--- config.mk ---
export PLATFORM = sky130hd
export DESIGN_NAME = delay_pipe_ctrl_flat
export DESIGN_NICKNAME = d
export VERILOG_FILES = /design/src/rtl/delay_pipe_ctrl_if.sv /design/src/rtl/delay_pipe_ctrl.sv /design/src/flat_wrapper.sv
export SDC_FILE = /design/constraint.sdc
export NUM_CORES = 1
export LEC_CHECK = 0
export ABC_AREA = 0
export CAP_MARGIN = 10
export CORE_UTILIZATION = 57
export DETAILED_ROUTE_END_ITERATION = 6
export PLACE_DENSITY = 0.84
export REMOVE_ABC_BUFFERS = 1
export SYNTH_ARGS = -nofsm -noshare
export SYNTH_HDL_FRONTEND = slang
export SYNTH_SLANG_ARGS = --single-unit
export TNS_END_PERCENT = 20
--- constraint.sdc ---
create_clock -name clk -period 4.9 [get_ports clk]
set_input_delay 1.225 -clock clk [delete_from_list [all_inputs] [get_ports clk]]
set_output_delay 1.225 -clock clk [all_outputs]
set_load 0.005 [all_outputs]
--- src/rtl/delay_pipe_ctrl_if.sv ---
// Control/status bundle between delay_pipe_ctrl and its environment.
// Handshakes: a sample moves only in a cycle where valid and ready are both high; ready never depends on valid.
interface delay_pipe_ctrl_if #(
  parameter int CNT_W = 10
);
  logic             start;
  logic             abort;
  logic             in_valid;
  logic             in_ready;
  logic             out_ready;
  logic             out_valid;
  logic             enable;
  logic             busy;
  logic             done;
  logic [CNT_W-1:0] in_cnt;
  logic [CNT_W-1:0] out_cnt;

  modport master (
    output start, abort, in_valid, out_ready,
    input  in_ready, out_valid, enable, busy, done, in_cnt, out_cnt
  );

  modport slave (
    input  start, abort, in_valid, out_ready,
    output in_ready, out_valid, enable, busy, done, in_cnt, out_cnt
  );
endinterface

--- src/rtl/delay_pipe_ctrl.sv ---
// Frame controller for an external enable-gated register chain: tracks stage
// occupancy with valid bits, applies back-pressure and counts samples per frame.
module delay_pipe_ctrl #(
  parameter int N_CLOCKs  = 12,
  parameter int FRAME_LEN = 784,
  parameter int CNT_W     = 10
) (
  input  logic             clk,
  input  logic             resetn,
  delay_pipe_ctrl_if.slave bus,
  output logic [1:0]       o_dbg_state
);
  typedef enum logic [1:0] {
    S_IDLE  = 2'd0,
    S_RUN   = 2'd1,
    S_DRAIN = 2'd2,
    S_DONE  = 2'd3
  } state_t;

  localparam logic [CNT_W-1:0] FL = CNT_W'(FRAME_LEN);

  state_t              r_state;
  state_t              w_state_nxt;
  logic [N_CLOCKs-1:0] r_vbits;
  logic [CNT_W-1:0]    r_in_cnt;
  logic [CNT_W-1:0]    r_out_cnt;
  logic [CNT_W-1:0]    w_in_cnt_nxt;
  logic [CNT_W-1:0]    w_out_cnt_nxt;
  logic                w_active;
  logic                w_enable;
  logic                w_in_ready;
  logic                w_accept;
  logic                w_deliver;
  logic                w_clear;

  // The chain only stalls when its last stage is full and downstream refuses it.
  assign w_active   = (r_state == S_RUN) || (r_state == S_DRAIN);
  assign w_enable   = w_active && (!r_vbits[N_CLOCKs-1] || bus.out_ready);
  assign w_in_ready = w_enable && (r_state == S_RUN) && (r_in_cnt < FL);
  assign w_accept   = bus.in_valid && w_in_ready;
  assign w_deliver  = r_vbits[N_CLOCKs-1] && bus.out_ready;

  assign w_in_cnt_nxt  = (w_accept && (r_in_cnt < FL)) ? r_in_cnt + CNT_W'(1) : r_in_cnt;
  assign w_out_cnt_nxt = (w_deliver && (r_out_cnt < FL)) ? r_out_cnt + CNT_W'(1) : r_out_cnt;

  always_comb begin
    w_state_nxt = r_state;
    w_clear     = 1'b0;
    case (r_state)
      S_IDLE: begin
        if (bus.start) begin
          w_state_nxt = S_RUN;
          w_clear     = 1'b1;
        end
      end
      S_RUN:   if (w_in_cnt_nxt == FL) w_state_nxt = S_DRAIN;
      S_DRAIN: if (w_out_cnt_nxt == FL) w_state_nxt = S_DONE;
      S_DONE:  w_state_nxt = S_IDLE;
      default: w_state_nxt = S_IDLE;
    endcase
    // Abort overrides everything, including a start seen in IDLE.
    if (bus.abort) begin
      w_state_nxt = S_IDLE;
      w_clear     = 1'b1;
    end
  end

  always_ff @(posedge clk or negedge resetn) begin
    if (!resetn) begin
      r_state   <= S_IDLE;
      r_vbits   <= '0;
      r_in_cnt  <= '0;
      r_out_cnt <= '0;
    end else begin
      r_state <= w_state_nxt;
      if (w_clear) begin
        r_vbits   <= '0;
        r_in_cnt  <= '0;
        r_out_cnt <= '0;
      end else begin
        if (w_enable) r_vbits <= {r_vbits[N_CLOCKs-2:0], w_accept};
        r_in_cnt  <= w_in_cnt_nxt;
        r_out_cnt <= w_out_cnt_nxt;
      end
    end
  end

  assign bus.in_ready  = w_in_ready;
  assign bus.out_valid = r_vbits[N_CLOCKs-1];
  assign bus.enable    = w_enable;
  assign bus.busy      = w_active;
  assign bus.done      = (r_state == S_DONE);
  assign bus.in_cnt    = r_in_cnt;
  assign bus.out_cnt   = r_out_cnt;
  assign o_dbg_state   = r_state;
endmodule

--- src/flat_wrapper.sv ---
// flat-port wrapper written by rule: the top's interface ports become plain ports
module delay_pipe_ctrl_flat 
#(
  parameter int N_CLOCKs  = 12,
  parameter int FRAME_LEN = 784,
  parameter int CNT_W     = 10
)
  (clk, resetn, o_dbg_state, bus_start, bus_abort, bus_in_valid, bus_out_ready, bus_in_ready, bus_out_valid, bus_enable, bus_busy, bus_done, bus_in_cnt, bus_out_cnt);
  delay_pipe_ctrl_if #(.CNT_W(CNT_W)) bus_i ();
  input  logic clk;
  input  logic resetn;
  output logic [1:0] o_dbg_state;
  input wire logic [$bits(bus_i.start)-1:0] bus_start;
  input wire logic [$bits(bus_i.abort)-1:0] bus_abort;
  input wire logic [$bits(bus_i.in_valid)-1:0] bus_in_valid;
  input wire logic [$bits(bus_i.out_ready)-1:0] bus_out_ready;
  output wire logic [$bits(bus_i.in_ready)-1:0] bus_in_ready;
  output wire logic [$bits(bus_i.out_valid)-1:0] bus_out_valid;
  output wire logic [$bits(bus_i.enable)-1:0] bus_enable;
  output wire logic [$bits(bus_i.busy)-1:0] bus_busy;
  output wire logic [$bits(bus_i.done)-1:0] bus_done;
  output wire logic [$bits(bus_i.in_cnt)-1:0] bus_in_cnt;
  output wire logic [$bits(bus_i.out_cnt)-1:0] bus_out_cnt;
  assign bus_i.start = bus_start;
  assign bus_i.abort = bus_abort;
  assign bus_i.in_valid = bus_in_valid;
  assign bus_i.out_ready = bus_out_ready;
  assign bus_in_ready = bus_i.in_ready;
  assign bus_out_valid = bus_i.out_valid;
  assign bus_enable = bus_i.enable;
  assign bus_busy = bus_i.busy;
  assign bus_done = bus_i.done;
  assign bus_in_cnt = bus_i.in_cnt;
  assign bus_out_cnt = bus_i.out_cnt;
  delay_pipe_ctrl #(.N_CLOCKs(N_CLOCKs), .FRAME_LEN(FRAME_LEN), .CNT_W(CNT_W)) u_core (.clk(clk), .resetn(resetn), .bus(bus_i), .o_dbg_state(o_dbg_state));
endmodule
==> report_table.html, run 1 <==
<table>
<tr><th>Metric</th><th>Value</th></tr>
<tr><th colspan="2">CTS</th></tr>
<tr><td>Clock-pin slew on the worst setup and hold paths</td><td>100 ps</td></tr>
<tr><td>Cts bufs inserted</td><td>5</td></tr>
<tr><td>Post_cts resized</td><td>0</td></tr>
<tr><td>Clock buffer depth</td><td>2</td></tr>
<tr><td>Clock sinks</td><td>34</td></tr>
<tr><td>Number of hold-repair buffers added at the cts stage</td><td>0</td></tr>
<tr><td>Clock latency on the worst-skew pair</td><td>320 ps</td></tr>
<tr><td>H-tree depth</td><td>2</td></tr>
<tr><td>Number of buffers added for setup after CTS</td><td>0</td></tr>
<tr><td>TritonCTS clock tree</td><td>yes</td></tr>
<tr><td>Master cell of the clock root buffer</td><td>sky130_fd_sc_hd__clkbuf_4</td></tr>
<tr><th colspan="2">Power and ir drop</th></tr>
<tr><td>Post-route total power</td><td>0.656 mW</td></tr>
<tr><td>Sequential group share of total power</td><td>45.3%</td></tr>
<tr><td>Power density over the cells</td><td>274 nW/um2</td></tr>
<tr><td>Leak Pwr</td><td>0.999 nW</td></tr>
<tr><td>Share of total power in the clock network</td><td>21.3%</td></tr>
<tr><td>Comb power frac</td><td>33.4%</td></tr>
<tr><td>Worst voltage drop across the vdd grid</td><td>0.000215 V</td></tr>
<tr><td>Net switching component of the power</td><td>0.225 mW</td></tr>
<tr><td>Net switching fraction of the power</td><td>34.3%</td></tr>
<tr><td>Internal power component</td><td>0.431 mW</td></tr>
<tr><th colspan="2">Cells and area</th></tr>
<tr><td>Nets</td><td>260</td></tr>
<tr><td>Number of standard cells in the final layout excluding fillers</td><td>293</td></tr>
<tr><td>Fill cell instance count of the final layout</td><td>287</td></tr>
<tr><td>Syn-to-layout area delta</td><td>19.1%</td></tr>
<tr><td>Leading cell types in the layout, fill and taps excluded</td><td>sky130_fd_sc_hd__nand2_1, sky130_fd_sc_hd__dfrtp_1, sky130_fd_sc_hd__clkdlybuf4s50_1</td></tr>
<tr><td>Number of antenna repair diodes</td><td>0</td></tr>
<tr><td>Non-Filler Cell Area, Final</td><td>2400 um2</td></tr>
<tr><td>Most common library cell in the layout ignoring fill and taps</td><td>sky130_fd_sc_hd__nand2_1</td></tr>
<tr><td>Fraction of final layout cells sized beyond drive strength 1</td><td>8.50%</td></tr>
<tr><th colspan="2">Synth</th></tr>
<tr><td>Post-synthesis average cell area</td><td>9.32 um2</td></tr>
<tr><td>Top FF cell, synth</td><td>sky130_fd_sc_hd__dfrtp_1</td></tr>
<tr><td>Synth warn</td><td>0</td></tr>
<tr><td>Synth Register Bits</td><td>34</td></tr>
<tr><td>Fraction of the yosys area taken by sequential cells</td><td>42.3%</td></tr>
<tr><td>Synthesized instance count</td><td>216</td></tr>
<tr><td>Area of the mapped netlist</td><td>2010 um2</td></tr>
<tr><td>Count of different cell masters after synthesis</td><td>47</td></tr>
<tr><td>Share of synthesized flip-flops with an asynchronous set or reset</td><td>100%</td></tr>
<tr><td>Count of flip-flops with a built-in enable after synthesis</td><td>0</td></tr>
<tr><th colspan="2">Drt</th></tr>
<tr><td>Post-route antenna net violation count</td><td>0</td></tr>
<tr><td>DR vias</td><td>1629</td></tr>
<tr><td>DR WL/cell</td><td>13.3 um</td></tr>
<tr><td>Wire length after detailed routing</td><td>3900 um</td></tr>
<tr><td>Drt via density</td><td>5.56</td></tr>
<tr><td>First-iteration detailed-routing DRC count</td><td>108</td></tr>
<tr><td>Number of optimization iterations in the first detailed-route pass</td><td>4</td></tr>
<tr><td>DRC violations left</td><td>0</td></tr>
<tr><th colspan="2">Hold path</th></tr>
<tr><td>Hold Crit Class</td><td>reg -&gt; reg</td></tr>
<tr><td>Worst hold start</td><td>u_core.r_vbits[8]</td></tr>
<tr><th colspan="2">STA</th></tr>
<tr><td>Summed negative setup slack over all endpoints</td><td>0 ps</td></tr>
<tr><td>Headroom to the max-slew limit</td><td>33.2%</td></tr>
<tr><td>Final min period</td><td>4100 ps</td></tr>
<tr><td>Total of endpoints with negative setup slack in the final report</td><td>0</td></tr>
<tr><td>Clock Skew</td><td>11.2 ps</td></tr>
<tr><td>Achievable Freq</td><td>244 MHz</td></tr>
<tr><td>Final Max Slew Viols</td><td>0</td></tr>
<tr><td>Portion of the clock cycle consumed by the worst path in the final layout</td><td>83.7%</td></tr>
<tr><td>Total count of hold-check failures in the final report</td><td>0</td></tr>
<tr><td>RSZ-0062 raised after global routing</td><td>false</td></tr>
<tr><td>Slew at the pin closest to its max-slew limit</td><td>1000 ps</td></tr>
<tr><th colspan="2">Setup path</th></tr>
<tr><td>Largest delay contributor family on the critical path</td><td>buffers and inverters</td></tr>
<tr><td>Critical path launch point type</td><td>input port</td></tr>
<tr><td>Buffers &amp; Inverters on Critical Path</td><td>3</td></tr>
<tr><td>Most used cell along the critical path</td><td>sky130_fd_sc_hd__clkdlybuf4s50_1</td></tr>
<tr><td>Worst-path cell with the longest stage delay</td><td>sky130_fd_sc_hd__clkdlybuf4s50_1</td></tr>
<tr><td>Critical path required time</td><td>3670 ps</td></tr>
<tr><td>CP Capture Type</td><td>output pin</td></tr>
<tr><td>Crit path kind</td><td>in -&gt; out</td></tr>
<tr><td>Critical Path Max Stage Delay</td><td>570 ps</td></tr>
<tr><td>Startpoint of the most critical setup path</td><td>bus_out_ready</td></tr>
<tr><td>Largest fanout on the critical path</td><td>12</td></tr>
<tr><td>Cell-by-cell listing of the critical path</td><td>clkdlybuf4s50_1 &gt; nand2b_1 &gt; nand2_1 &gt; inv_1 &gt; clkdlybuf4s50_1</td></tr>
<tr><td>Origin of the critical flop-to-flop path</td><td>u_core.o_dbg_state[1]</td></tr>
<tr><td>Arr. time, crit path</td><td>2880 ps</td></tr>
<tr><th colspan="2">Placed design</th></tr>
<tr><td>Number of cells in the design after placement</td><td>286</td></tr>
<tr><td>Standard cell area after detailed placement</td><td>2350 um2</td></tr>
<tr><td>Post-DP HPWL</td><td>2770 um</td></tr>
<tr><td>Last weighted congestion value of the routability-driven placer</td><td>0.862</td></tr>
<tr><td>IO Port Bufs</td><td>32</td></tr>
<tr><th colspan="2">Run</th></tr>
<tr><td>Max Cap Viol</td><td>0</td></tr>
<tr><th colspan="2">GRT</th></tr>
<tr><td>Initial antenna violation count</td><td>0</td></tr>
<tr><td>Total global routing overflow</td><td>0</td></tr>
<tr><td>Vias in the first global route</td><td>1382</td></tr>
<tr><td>Wire length of the first global-routing pass</td><td>6220 um</td></tr>
<tr><td>Largest net degree at the start of global routing</td><td>35</td></tr>
<tr><td>Gr usage total</td><td>23.1%</td></tr>
<tr><th colspan="2">Outcome</th></tr>
<tr><td>Result of the run</td><td>finished clean</td></tr>
<tr><th colspan="2">Floorplan</th></tr>
<tr><td>Height of the die</td><td>61.4 um</td></tr>
<tr><td>Num ports</td><td>33</td></tr>
<tr><td>Initial core utilization</td><td>59.9%</td></tr>
<tr><td>Die area</td><td>3770 um2</td></tr>
<tr><td>Core area</td><td>3360 um2</td></tr>
<tr><td>Width of the chip</td><td>61.4 um</td></tr>
<tr><td>Floorplan row count</td><td>21</td></tr>
</table>
-- sequential cells by signal (all words and copies together) (netlist names) --
name / cells
u_core.bus.in_cnt: 10
u_core.bus.out_cnt: 10
u_core.r_vbits: 12
u_core.o_dbg_state: 2
-- layer usage --
layer | share of wire (%) | track usage [%] | wire [um]
met3 | 3.5 | 4.62 | 135
met5 | 0 | 0 | 0
met2 | 47 | 36.3 | 1850
met1 | 47 | 31.6 | 1840
met4 | 1.7 | 9.21 | 65
-- final cells by class --
type | count | area (um2) | area share (%)
tap | 46 | 57.6 | 2.40
sequential | 34 | 851 | 35.5
timing repair buffer | 34 | 335 | 14.0
clock buffer | 7 | 45.0 | 1.88
multi-input combinational | 167 | 1090 | 45.5
inverter | 5 | 18.8 | 0.783
-- synthesized netlist by cell type, types with 2 or more instances --
cell                        n  share of area (%)
sky130_fd_sc_hd__nand2b_1   4                1.2
sky130_fd_sc_hd__xnor2_1    8                3.5
sky130_fd_sc_hd__and2_1     3               0.93
sky130_fd_sc_hd__nor4_4     3                3.2
sky130_fd_sc_hd__xor2_1     8                3.5
sky130_fd_sc_hd__or3_1      2               0.62
sky130_fd_sc_hd__buf_4      2               0.75
sky130_fd_sc_hd__ha_1       7                4.4
sky130_fd_sc_hd__clkbuf_1   5               0.93
sky130_fd_sc_hd__nand2_1   41                7.6
sky130_fd_sc_hd__nand3_1    3               0.75
sky130_fd_sc_hd__o21ai_0    4               0.99
sky130_fd_sc_hd__nor3_1     4               0.99
sky130_fd_sc_hd__and3_1     3               0.93
sky130_fd_sc_hd__nor2_1    25                4.7
sky130_fd_sc_hd__inv_1      5               0.93
sky130_fd_sc_hd__mux2i_1    3                1.5
sky130_fd_sc_hd__dfrtp_1   34                 42
sky130_fd_sc_hd__a21oi_1   20                5.0
sky130_fd_sc_hd__a31oi_1    3               0.93
sky130_fd_sc_hd__nor2b_1    3               0.93
-- worst register-to-register path, cell delays in order (launching register included) --
cell	delay, ps
sky130_fd_sc_hd__dfrtp_1	450
sky130_fd_sc_hd__inv_1	110
sky130_fd_sc_hd__ha_1	430
sky130_fd_sc_hd__o2111ai_4	220
sky130_fd_sc_hd__or3_1	430
sky130_fd_sc_hd__xnor2_1	140
sky130_fd_sc_hd__a211oi_1	300
sky130_fd_sc_hd__o211ai_2	160
sky130_fd_sc_hd__mux2i_1	150
-- power groups by stage --
stage	registers (mW)	logic, mW	clock network (mW)
final	0.297	0.219	0.140
after global routing	0.298	0.245	0.157
after CTS	0.297	0.222	0.143
after detailed placement	0.302	0.221	0
after global placement	0.302	0.215	0
after floorplan	0.301	0.127	0
-- logic make-up (layout without fill, tap and decap cells) --
family / count (synthesis) / in the layout / share of synthesized area, %
AOI/OAI and AO/OA: 40 / 40 / 14.7
xor gates and xnor gates: 16 / 16 / 6.96
adders and majority gates: 7 / 7 / 4.35
muxes: 4 / 4 / 2.24
DFF: 34 / 34 / 42.3
and+or+nand+nor: 100 / 100 / 25.9
buffers and inverters: 15 / 46 / 3.60
-- per-stage QoR --
step	utilization, %	setup WS, ps	hold WS [ps]
global placement	69.9	809	502
CTS	71.3	774	527
finish	71.3	798	521
global route	71.3	684	548
floorplan	-	1770	483
detailed placement	69.9	776	505
-- worst paths after layout --
| kind | endpoint | slack, ps | depth (start not counted) |
|---|---|---|---|
| setup reg to reg | u_core.o_dbg_state[0] | 2420 | 8 |
| max in group asynchronous | u_core.bus.in_cnt[4] | 3280 | 2 |
| hold / removal | u_core.r_vbits[9] | 520 | 2 |
| hold reg to reg | u_core.r_vbits[9] | 520 | 2 |
| setup / recovery | bus_enable | 800 | 5 |
| min in group asynchronous | u_core.bus.out_cnt[1] | 1300 | 2 |
(Power assumes the default switching activity.)
==> inputs of run 2 (changes only) <==
--- a/config.mk
+++ b/config.mk
@@ -7,9 +7,9 @@
 export LEC_CHECK = 0
 export ABC_AREA = 0
 export CAP_MARGIN = 10
-export CORE_UTILIZATION = 57
+export CORE_UTILIZATION = 53
 export DETAILED_ROUTE_END_ITERATION = 6
-export PLACE_DENSITY = 0.84
+export PLACE_DENSITY = 0.79
 export REMOVE_ABC_BUFFERS = 1
 export SYNTH_ARGS = -nofsm -noshare
 export SYNTH_HDL_FRONTEND = slang
==> constraint.sdc (replaced) <==
create_clock -name clk -period 3.84 [get_ports clk]
set_input_delay 0.96 -clock clk [delete_from_list [all_inputs] [get_ports clk]]
set_output_delay 0.96 -clock clk [all_outputs]
set_load 0.005 [all_outputs]
==> report_table.html, run 2 (synthesis results as in run 1) <==
<table>
<tr><th>Metric</th><th>Value</th></tr>
<tr><th colspan="2">Cells and area</th></tr>
<tr><td>Nets</td><td>262</td></tr>
<tr><td>Register with the highest flop count</td><td>u_core.r_vbits</td></tr>
<tr><td>Number of standard cells in the final layout excluding fillers</td><td>298</td></tr>
<tr><td>Syn-to-layout area delta</td><td>24.5%</td></tr>
<tr><td>Fill cell instance count of the final layout</td><td>300</td></tr>
<tr><td>Fraction of final layout cells sized beyond drive strength 1</td><td>10.4%</td></tr>
<tr><td>Flip-flop count of the largest register, all copies and words added</td><td>12</td></tr>
<tr><td>Most common library cell in the layout ignoring fill and taps</td><td>sky130_fd_sc_hd__nand2_1</td></tr>
<tr><td>Number of antenna repair diodes</td><td>0</td></tr>
<tr><td>Leading cell types in the layout, fill and taps excluded</td><td>sky130_fd_sc_hd__nand2_1, sky130_fd_sc_hd__dfrtp_1, sky130_fd_sc_hd__clkdlybuf4s50_1</td></tr>
<tr><th colspan="2">GRT</th></tr>
<tr><td>Total global routing overflow</td><td>0</td></tr>
<tr><td>Initial antenna violation count</td><td>0</td></tr>
<tr><td>Gr usage total</td><td>22.8%</td></tr>
<tr><td>Wire length of the first global-routing pass</td><td>7110 um</td></tr>
<tr><td>Largest net degree at the start of global routing</td><td>35</td></tr>
<tr><td>Vias in the first global route</td><td>1577</td></tr>
<tr><th colspan="2">CTS</th></tr>
<tr><td>Master cell of the clock root buffer</td><td>sky130_fd_sc_hd__clkbuf_8</td></tr>
<tr><td>Cts bufs inserted</td><td>5</td></tr>
<tr><td>Number of buffers added for setup after CTS</td><td>0</td></tr>
<tr><td>H-tree depth</td><td>2</td></tr>
<tr><td>Clock sinks</td><td>34</td></tr>
<tr><td>TritonCTS clock tree</td><td>yes</td></tr>
<tr><td>Clock buffer depth</td><td>2</td></tr>
<tr><td>Number of hold-repair buffers added at the cts stage</td><td>0</td></tr>
<tr><td>Clock-pin slew on the worst setup and hold paths</td><td>80 ps</td></tr>
<tr><td>Post_cts resized</td><td>0</td></tr>
<tr><td>Clock latency on the worst-skew pair</td><td>290 ps</td></tr>
<tr><th colspan="2">Floorplan</th></tr>
<tr><td>Width of the chip</td><td>63.6 um</td></tr>
<tr><td>Height of the die</td><td>63.6 um</td></tr>
<tr><td>Floorplan row count</td><td>22</td></tr>
<tr><td>Initial core utilization</td><td>55.0%</td></tr>
<tr><td>Core area</td><td>3660 um2</td></tr>
<tr><td>Die area</td><td>4050 um2</td></tr>
<tr><td>Num ports</td><td>33</td></tr>
<tr><th colspan="2">Hold path</th></tr>
<tr><td>Hold Crit Class</td><td>reg -&gt; reg</td></tr>
<tr><td>Worst hold start</td><td>u_core.r_vbits[7]</td></tr>
<tr><td>Hold path endpoint</td><td>u_core.r_vbits[8]</td></tr>
<tr><td>Cell depth of the worst min-delay path</td><td>2</td></tr>
<tr><th colspan="2">Power and ir drop</th></tr>
<tr><td>Power density over the cells</td><td>427 nW/um2</td></tr>
<tr><td>Leak Pwr</td><td>1.05 nW</td></tr>
<tr><td>Worst voltage drop across the vdd grid</td><td>0.000259 V</td></tr>
<tr><th colspan="2">Drt</th></tr>
<tr><td>DRC violations left</td><td>0</td></tr>
<tr><td>First-iteration detailed-routing DRC count</td><td>106</td></tr>
<tr><td>DR vias</td><td>1665</td></tr>
<tr><td>Number of optimization iterations in the first detailed-route pass</td><td>4</td></tr>
<tr><td>Wire length after detailed routing</td><td>4140 um</td></tr>
<tr><td>Met2 WL post-DR</td><td>1870 um</td></tr>
<tr><td>Drt via density</td><td>5.59</td></tr>
<tr><td>DR WL/cell</td><td>13.9 um</td></tr>
<tr><td>DRT met1 WL</td><td>2010 um</td></tr>
<tr><td>Post-route antenna net violation count</td><td>0</td></tr>
<tr><td>Top sig layer</td><td>met4</td></tr>
<tr><td>Met3 Wirelength</td><td>194 um</td></tr>
<tr><th colspan="2">STA</th></tr>
<tr><td>Clock Skew</td><td>5.28 ps</td></tr>
<tr><td>Total of endpoints with negative setup slack in the final report</td><td>0</td></tr>
<tr><td>Slew at the pin closest to its max-slew limit</td><td>731 ps</td></tr>
<tr><td>Headroom to the max-slew limit</td><td>51.2%</td></tr>
<tr><td>Total count of hold-check failures in the final report</td><td>0</td></tr>
<tr><td>Final min period</td><td>3470 ps</td></tr>
<tr><td>Summed negative setup slack over all endpoints</td><td>0 ps</td></tr>
<tr><td>Achievable Freq</td><td>288 MHz</td></tr>
<tr><td>Portion of the clock cycle consumed by the worst path in the final layout</td><td>90.4%</td></tr>
<tr><td>RSZ-0062 raised after global routing</td><td>false</td></tr>
<tr><td>Final Max Slew Viols</td><td>0</td></tr>
<tr><th colspan="2">Setup path</th></tr>
<tr><td>Origin of the critical flop-to-flop path</td><td>u_core.o_dbg_state[0]</td></tr>
<tr><td>CP Capture Type</td><td>output pin</td></tr>
<tr><td>Largest fanout on the critical path</td><td>3</td></tr>
<tr><td>Arr. time, crit path</td><td>2510 ps</td></tr>
<tr><td>Critical path launch point type</td><td>input port</td></tr>
<tr><td>Endpoint of the worst-slack reg-to-reg timing path</td><td>u_core.o_dbg_state[1]</td></tr>
<tr><td>R2r worst-path depth</td><td>8</td></tr>
<tr><td>Worst R2R Setup Slack</td><td>1400 ps</td></tr>
<tr><td>Critical path required time</td><td>2880 ps</td></tr>
<tr><td>Crit path kind</td><td>in -&gt; out</td></tr>
<tr><th colspan="2">Placed design</th></tr>
<tr><td>IO Port Bufs</td><td>32</td></tr>
<tr><td>Last weighted congestion value of the routability-driven placer</td><td>0.800</td></tr>
<tr><td>Number of cells in the design after placement</td><td>290</td></tr>
<tr><td>Post-DP HPWL</td><td>2760 um</td></tr>
<tr><th colspan="2">Outcome</th></tr>
<tr><td>Result of the run</td><td>finished clean</td></tr>
<tr><th colspan="2">Run</th></tr>
<tr><td>Max Cap Viol</td><td>0</td></tr>
</table>
[run 2: metrics by stage]
step	worst slack [ps]	cell area, um2	hold WS [ps]	util (%)	power, mW
final	367	2510	522	68.5	1.07
after global routing	268	2510	533	68.5	1.13
after CTS	346	2510	521	68.5	1.08
after detailed placement	354	2370	512	64.7	0.678
after global placement	363	2370	505	64.7	0.675
after floorplan	1240	1960	483	-	0.546
[run 2: area by class of cell]
class                   count  area (um2)  area share [%]
repair buffers             36         350            14.0
clock buffers               5        68.8            2.74
well taps                  48        60.1            2.40
inverters                   5        18.8           0.749
multi-input cells         167        1090            43.5
clock inverters             3        68.8            2.74
flip-flops and latches     34         851            33.9
[run 2: worst max path at each step]
stage                   from      endpoint  slack (ps)  cells after the start
3_3_place_gp   bus_out_ready  bus_in_ready         360                      5
5_1_grt        bus_out_ready    bus_enable         270                      6
3_5_place_dp   bus_out_ready  bus_in_ready         350                      5
2_1_floorplan  bus_out_ready    bus_enable        1240                      3
6_report       bus_out_ready  bus_in_ready         370                      5
4_1_cts        bus_out_ready  bus_in_ready         350                      5
[run 2: routing by layer]
layer,GRT usage (%),vias to the layer above
met5,0,-
met4,6.82,0
met3,5.98,7
met2,35.1,45
met1,31.2,805
li1,-,808
[run 2: worst max-delay path: stages]
cell and delay (ps):
sky130_fd_sc_hd__clkdlybuf4s50_1 470, sky130_fd_sc_hd__nand2b_1 210, sky130_fd_sc_hd__nand2_1 100, sky130_fd_sc_hd__nor3_1 230
sky130_fd_sc_hd__clkdlybuf4s50_1 540
[run 2: power by group]
group,internal [mW],leakage (nW),switching [mW]
Sequential,0.367,0.474,0.0128
Clock,0.260,0.0683,0.138
Combinational,0.127,0.510,0.165
Total,0.753,1.05,0.316
